==> src/rtl/if_stage_pkg.sv <==
// rtl/if_stage_pkg.sv - shared fetch-stage widths, reset vector and FSM encodings
// Purpose: common definitions used by the fetch stage and its testbench.
// Ports: none (package).
package if_stage_pkg;

    // br_bus carries one extra flag bit on top of BR_BUS_WD: {is_branch, br_taken, br_target}
    localparam int BR_BUS_WD       = 33;
    localparam int FS_TO_DS_BUS_WD = 64;
    localparam int FS_EX_BUS_WD    = 34;

    localparam logic [31:0] RESET_VECTOR = 32'hBFC00000;

    typedef enum logic [1:0] {
        FS_REQ  = 2'd0,
        FS_WAIT = 2'd1,
        FS_HOLD = 2'd2,
        FS_DROP = 2'd3
    } fs_state_t;

endpackage

==> src/rtl/if_stage_if.sv <==
// rtl/if_stage_if.sv - instruction SRAM request/response interface
// Purpose: groups the instruction-SRAM handshake signals.
// Ports (master = fetch stage): inst_sram_req/addr out; addr_ok/data_ok/rdata in.
interface if_stage_if;

    logic        inst_sram_req;
    logic [31:0] inst_sram_addr;
    logic        inst_sram_addr_ok;
    logic        inst_sram_data_ok;
    logic [31:0] inst_sram_rdata;

    modport master (
        output inst_sram_req,
        output inst_sram_addr,
        input  inst_sram_addr_ok,
        input  inst_sram_data_ok,
        input  inst_sram_rdata
    );

    modport slave (
        input  inst_sram_req,
        input  inst_sram_addr,
        output inst_sram_addr_ok,
        output inst_sram_data_ok,
        output inst_sram_rdata
    );

endinterface

==> src/rtl/if_stage.sv <==
// rtl/if_stage.sv - instruction fetch stage with single-outstanding SRAM FSM
// Purpose: fetches one instruction at a time into a single slot offered to decode,
//          tracking branch targets / delay slots and CP0 flush redirects.
// Ports: clk, reset (sync, active-high); ds_allowin, br_bus from decode;
//        fs_to_ds_valid/fs_to_ds_bus/fs_ex_bus to decode; flush/flush_pc from CP0;
//        inst_sram (if_stage_if.master) to the instruction memory bridge.
module if_stage
    import if_stage_pkg::*;
(
    input  logic                       clk,
    input  logic                       reset,
    input  logic                       ds_allowin,
    input  logic [BR_BUS_WD:0]         br_bus,
    output logic                       fs_to_ds_valid,
    output logic [FS_TO_DS_BUS_WD-1:0] fs_to_ds_bus,
    output logic [FS_EX_BUS_WD-1:0]    fs_ex_bus,
    input  logic                       flush,
    input  logic [31:0]                flush_pc,
    if_stage_if.master                 inst_sram
);

    fs_state_t   state;
    fs_state_t   state_next;

    // fetch_pc is both the address being requested and the pc of the slot contents
    logic [31:0] fetch_pc;
    logic [31:0] fetch_pc_next;
    logic [31:0] inst;
    logic [31:0] inst_next;
    logic        br_pending;
    logic        br_pending_next;
    logic [31:0] br_target_q;
    logic [31:0] br_target_next;
    logic        bd_pending;
    logic        bd_pending_next;

    logic        is_branch;
    logic        br_taken;
    logic [31:0] br_target;
    logic        br_take;
    logic        misaligned;
    logic        req;
    logic        handshake;

    assign is_branch  = br_bus[BR_BUS_WD];
    assign br_taken   = br_bus[BR_BUS_WD-1];
    assign br_target  = br_bus[31:0];
    assign br_take    = is_branch && br_taken && ds_allowin;
    assign misaligned = (fetch_pc[1:0] != 2'b00);

    always_ff @(posedge clk) begin
        if (reset) begin
            state       <= FS_REQ;
            fetch_pc    <= RESET_VECTOR;
            inst        <= 32'd0;
            br_pending  <= 1'b0;
            br_target_q <= 32'd0;
            bd_pending  <= 1'b0;
        end else begin
            state       <= state_next;
            fetch_pc    <= fetch_pc_next;
            inst        <= inst_next;
            br_pending  <= br_pending_next;
            br_target_q <= br_target_next;
            bd_pending  <= bd_pending_next;
        end
    end

    always_comb begin
        state_next      = state;
        fetch_pc_next   = fetch_pc;
        inst_next       = inst;
        br_pending_next = br_pending;
        br_target_next  = br_target_q;
        bd_pending_next = bd_pending;

        // A misaligned address never reaches the memory; reset masks req so the
        // bridge sees nothing until the first cycle after release.
        req       = (state == FS_REQ) && !misaligned && !reset;
        handshake = req && inst_sram.inst_sram_addr_ok;

        if (flush) begin
            fetch_pc_next   = flush_pc;
            br_pending_next = 1'b0;
            bd_pending_next = 1'b0;
            // A response still owed by the memory must be swallowed in DROP;
            // data_ok arriving this very cycle settles it, so go straight to REQ.
            if (handshake ||
                ((state == FS_WAIT || state == FS_DROP) && !inst_sram.inst_sram_data_ok)) begin
                state_next = FS_DROP;
            end else begin
                state_next = FS_REQ;
            end
        end else begin
            // Branch seen before the delay slot is in the slot: remember the
            // target and that the next slot is a delay slot.
            if (state != FS_HOLD) begin
                if (br_take) begin
                    br_pending_next = 1'b1;
                    br_target_next  = br_target;
                end
                if (is_branch && ds_allowin) begin
                    bd_pending_next = 1'b1;
                end
            end

            case (state)
                FS_REQ: begin
                    if (misaligned) begin
                        state_next = FS_HOLD;
                        inst_next  = 32'd0;
                    end else if (handshake) begin
                        state_next = FS_WAIT;
                    end
                end
                FS_WAIT: begin
                    if (inst_sram.inst_sram_data_ok) begin
                        state_next = FS_HOLD;
                        inst_next  = inst_sram.inst_sram_rdata;
                    end
                end
                FS_HOLD: begin
                    if (ds_allowin) begin
                        state_next      = FS_REQ;
                        br_pending_next = 1'b0;
                        bd_pending_next = 1'b0;
                        if (br_take) begin
                            fetch_pc_next = br_target;
                        end else if (br_pending) begin
                            fetch_pc_next = br_target_q;
                        end else begin
                            fetch_pc_next = fetch_pc + 32'd4;
                        end
                    end
                end
                FS_DROP: begin
                    if (inst_sram.inst_sram_data_ok) begin
                        state_next = FS_REQ;
                    end
                end
                default: state_next = FS_REQ;
            endcase
        end
    end

    assign inst_sram.inst_sram_req  = req;
    assign inst_sram.inst_sram_addr = fetch_pc;

    assign fs_to_ds_valid = (state == FS_HOLD) && !flush && !reset;
    assign fs_to_ds_bus   = {inst, fetch_pc};
    // badvaddr equals the slot pc in both the aligned and misaligned cases
    assign fs_ex_bus      = {is_branch | bd_pending, misaligned, fetch_pc};

endmodule

==> src/flat_wrapper.sv <==
// flat-port wrapper written by rule: the top's interface ports become plain ports
module if_stage_flat import if_stage_pkg::*;
  (clk, reset, ds_allowin, br_bus, fs_to_ds_valid, fs_to_ds_bus, fs_ex_bus, flush, flush_pc, inst_sram_inst_sram_req, inst_sram_inst_sram_addr, inst_sram_inst_sram_addr_ok, inst_sram_inst_sram_data_ok, inst_sram_inst_sram_rdata);
  if_stage_if inst_sram_i ();
  input  logic clk;
  input  logic reset;
  input  logic ds_allowin;
  input  logic [BR_BUS_WD:0] br_bus;
  output logic fs_to_ds_valid;
  output logic [FS_TO_DS_BUS_WD-1:0] fs_to_ds_bus;
  output logic [FS_EX_BUS_WD-1:0] fs_ex_bus;
  input  logic flush;
  input  logic [31:0] flush_pc;
  output wire logic [$bits(inst_sram_i.inst_sram_req)-1:0] inst_sram_inst_sram_req;
  output wire logic [$bits(inst_sram_i.inst_sram_addr)-1:0] inst_sram_inst_sram_addr;
  input wire logic [$bits(inst_sram_i.inst_sram_addr_ok)-1:0] inst_sram_inst_sram_addr_ok;
  input wire logic [$bits(inst_sram_i.inst_sram_data_ok)-1:0] inst_sram_inst_sram_data_ok;
  input wire logic [$bits(inst_sram_i.inst_sram_rdata)-1:0] inst_sram_inst_sram_rdata;
  assign inst_sram_inst_sram_req = inst_sram_i.inst_sram_req;
  assign inst_sram_inst_sram_addr = inst_sram_i.inst_sram_addr;
  assign inst_sram_i.inst_sram_addr_ok = inst_sram_inst_sram_addr_ok;
  assign inst_sram_i.inst_sram_data_ok = inst_sram_inst_sram_data_ok;
  assign inst_sram_i.inst_sram_rdata = inst_sram_inst_sram_rdata;
  if_stage u_core (.clk(clk), .reset(reset), .ds_allowin(ds_allowin), .br_bus(br_bus), .fs_to_ds_valid(fs_to_ds_valid), .fs_to_ds_bus(fs_to_ds_bus), .fs_ex_bus(fs_ex_bus), .flush(flush), .flush_pc(flush_pc), .inst_sram(inst_sram_i));
endmodule
==> config.mk <==
export PLATFORM = sky130hd
export DESIGN_NAME = if_stage_flat
export DESIGN_NICKNAME = d
export VERILOG_FILES = /design/src/rtl/if_stage_pkg.sv /design/src/rtl/if_stage_if.sv /design/src/rtl/if_stage.sv /design/src/flat_wrapper.sv
export SDC_FILE = /design/constraint.sdc
export NUM_CORES = 1
export LEC_CHECK = 0
export CAP_MARGIN = 20
export CORE_MARGIN = 2
export CORE_UTILIZATION = 45
export DETAILED_ROUTE_END_ITERATION = 10
export MAX_ROUTING_LAYER = met4
export PLACE_DENSITY = 0.82
export SETUP_SLACK_MARGIN = 0.4
export SYNTH_ARGS = -nofsm -noshare
export SYNTH_HDL_FRONTEND = slang
export SYNTH_SLANG_ARGS = --single-unit
==> constraint.sdc <==
create_clock -name clk -period 4.93 [get_ports clk]
set_input_delay 0.986 -clock clk [delete_from_list [all_inputs] [get_ports clk]]
set_output_delay 0.986 -clock clk [all_outputs]
set_load 0.01 [all_outputs]
==> impl_metrics.yaml <==
critical_path:
  cp-start-kind: "input pin"
  r2r_slack_ns: 2.18
  crit_slowest_cell: "clkdlybuf4s50_1"
  cp-startpoint: "reset"
  timing.rr.end: "u_core.inst_sram.inst_sram_addr[27]"
  ff2ff_path_depth: 5
  crit_arrival_ns: 2.44
  crit_chain: "buf_4, nor4_1, clkdlybuf4s50_1"
  r2r_start: "u_core.inst_sram.inst_sram_addr[4]"
  path_max_fanout: 51
  crit_end: "inst_sram_inst_sram_req"
  slowest_delay_ns: 0.64
  required_ns: 3.94
  crit_type: "in2out"
  endpoint_kind: "primary output"
routing:
  routed_wl_mm: 19.03
  vias: 6342
  drc: 0
  first_pass_iters: 7
  ant_nets: 0
  vias_per_cell: 5.802
  wl_per_cell_um: 17.41
  first_iter_violations: 654
cts:
  ctsResizeCount: 0
  cts_tree: "done"
  cts-hold-fix-buffers: 0
  cts.sinks: 100
  cts_buffers: 9
  clockBufferDepth: 2
  post_cts_buffers: 0
  cts_root_buf: "clkbuf_16"
  clk_latency_ns: 0.35
  htree_num_levels: 3
  path_clk_slew_ns: 0.06
synth:
  ys_warn_count: 0
  postSynthCellCount: 782
  ys_ff_latch: 100
  synth_compound_area_share_pct: 22.09
  syn_nets: 887
  syn_area_mm2: 0.005725
  yosys_most_used_dff: "dfxtp_1"
  ys_types: 60
  synth_xor_area_share_pct: 1.683
  syn_area_per_cell_um2: 7.322
  async_reset_ff_share_pct: 0
  synthSimpleGateAreaFrac_pct: 26.64
  synthMuxAreaShare_pct: 0.8741
  synth_top_family_by_area: "simple AND/OR/NAND/NOR gates"
  yosysSeqAreaShare_pct: 34.97
  synth_edf_count: 0
  synth_fa_ha_area_share_pct: 0.2185
global_routing:
  grt_max_degree: 58
  first_global_vias: 5880
  antenna_found_initial: 0
  grt_pass1_wl_mm: 29.88
  grt-ovfl-total: 0
  grt_usage_pct: 28.48
die:
  initial_core_util_pct: 45.74
  std_cell_rows: 41
  core_mm2: 0.01252
  ios: 236
  die_w_um: 116.8
  die_h_um: 116.8
  dieArea_mm2: 0.01364
timing:
  setup_tns_ns: 0
  min_period_over_period_pct: 69.46
  setup_viol: 0
  hold_ws_ns: 0.4487
  maxSlewHeadroom_pct: 44.99
  fin_skew_ns: 0.008688
  tightest_slew_ns: 0.8226
  fmax_ghz: 0.2920
  maxSlewViolCount: 0
  min_period_ns: 3.424
  hold_violations: 0
  grt_setup_unrepaired: "no"
place:
  gp_congestion: 0.8558
  dpl-instance-area_mm2: 0.007676
  portBuffers: 235
  hpwl_mm: 12.99
pwr:
  clkPwrFrac_pct: 36.1
  p_leak_nw: 2.680
  p_comb_share_pct: 21.6
  power_density_mw_per_mm2: 264.8
  p_int_mw: 1.538
  vdd_ir_drop_max_v: 0.0001917
  power_frac_seq_pct: 42.3
  power_switching_mw: 0.5754
  power.share.switching_pct: 27.23
layout:
  final_cell_mix: "233 x clkdlybuf4s50_1, 165 x nand2_1, 100 x dfxtp_1"
  fin_nets: 1023
  fin_area_mm2: 0.007983
  final_common_cell: "clkdlybuf4s50_1"
  layout-drive-gt1-share_pct: 4.995
  syn_to_final_growth_pct: 39.42
  diodes: 0
flow_run:
  cap_violations: 0
worst_hold_path:
  holdCritPathClass: "reg2reg"
run_status:
  status: "finished clean"
==> synthesized netlist by cell type, types with 2 or more instances <==
cell type	count	area share (%)
buf_4	65	8.5
a31oi_1	10	1.1
buf_1	8	0.52
a2111oi_0	3	0.46
and2_1	2	0.22
o21ai_0	25	2.2
nand3_1	57	5.0
xnor2_1	6	0.92
buf_2	10	0.87
xor2_1	5	0.76
nand2b_1	4	0.44
nand2_1	165	11
o31a_1	8	1.2
o2111ai_1	4	0.61
a2bb2oi_1	9	1.4
nor3_1	14	1.2
a211oi_1	2	0.26
or2_2	4	0.44
dfxtp_1	100	35
nor4_1	13	1.4
o2bb2ai_1	2	0.31
a21oi_1	95	8.3
o21ai_1	5	0.44
o311a_1	2	0.35
o22ai_1	8	0.87
or4_1	2	0.26
o211ai_1	8	1.0
mux2i_1	5	0.87
o221ai_1	5	0.76
nand4_1	9	0.98
a221oi_1	4	0.61
inv_1	10	0.66
a31o_2	3	0.46
and3_1	4	0.44
a41o_1	2	0.35
nor2_1	26	1.7
nor2b_1	3	0.33
a311oi_1	2	0.31
clkbuf_1	41	2.7
nand4b_1	2	0.31
or3_1	10	1.1
and4_1	2	0.31
==> layer usage <==
layer | track usage [%] | up-vias | routed length [µm]
met5 | - | - | 0
met4 | 12.39 | 0 | 608
li1 | - | 2975 | -
met3 | 5.716 | 54 | 1954
met1 | 37.02 | 2939 | 7977
met2 | 43.12 | 374 | 8489
==> power by group through the flow <==
stage               logic (mW)  clock network [mW]  registers [mW]
finish                   0.457               0.763           0.894
global route             0.493               0.799           0.900
CTS                      0.455               0.768           0.893
detailed placement       0.452                   0           0.912
global placement         0.449                   0           0.910
floorplan                0.241                   0           0.904
==> critical path: cells and delay by family <==
family	cells	cell delay, ns
buf+inv	2	0.91
simple gates	1	0.52
==> layout make-up <==
| cell class | instances | area, µm² |
|---|---|---|
| fill | 1114 | 4534 |
| multi-input combinational | 546 | 2960 |
| timing repair buffer | 250 | 2457 |
| sequential | 100 | 2002 |
| clock buffer | 12 | 246.5 |
| tap | 172 | 215.2 |
| clock inverter | 2 | 60.06 |
| inverter | 11 | 41.29 |
==> sequential cells by signal, indices dropped and copies added (netlist names) <==
| register | cells |
|---|---|
| u_core.br_target_q | 32 |
| u_core.inst | 32 |
| u_core.inst_sram.inst_sram_addr | 32 |
| u_core.state | 2 |
| u_core.bd_pending | 1 |
| u_core.br_pending | 1 |
==> worst min-delay path by stage <==
stage                                        end                    from  cells after the start
after floorplan                u_core.bd_pending       u_core.bd_pending                      2
after global placement           u_core.inst[14]         u_core.inst[14]                      2
after detailed placement  u_core.br_target_q[25]  u_core.br_target_q[25]                      2
after CTS                        u_core.inst[14]         u_core.inst[14]                      2
after global routing             u_core.inst[31]         u_core.inst[31]                      2
final                             u_core.inst[5]          u_core.inst[5]                      2
==> cells by family after synthesis <==
group | count (synthesis)
XOR/XNOR | 11
adder cells (fa/ha/maj) | 1
buffers and inverters | 136
multiplexers | 5
flip-flops | 100
AND/OR/NAND/NOR | 325
AO/OA/AOI/OAI | 204
==> through the flow <==
stage               setup WS [ns]  total power [mW]  util, %  std cells
global placement            1.528             1.359    61.33       1079
detailed placement          1.455             1.364    61.33       1079
global route                1.448             2.192    63.77       1093
finish                      1.506             2.114    63.77       1093
floorplan                   2.000             1.144        -        782
CTS                         1.537             2.115    63.77       1093
Power figures use the tool's default switching activity.
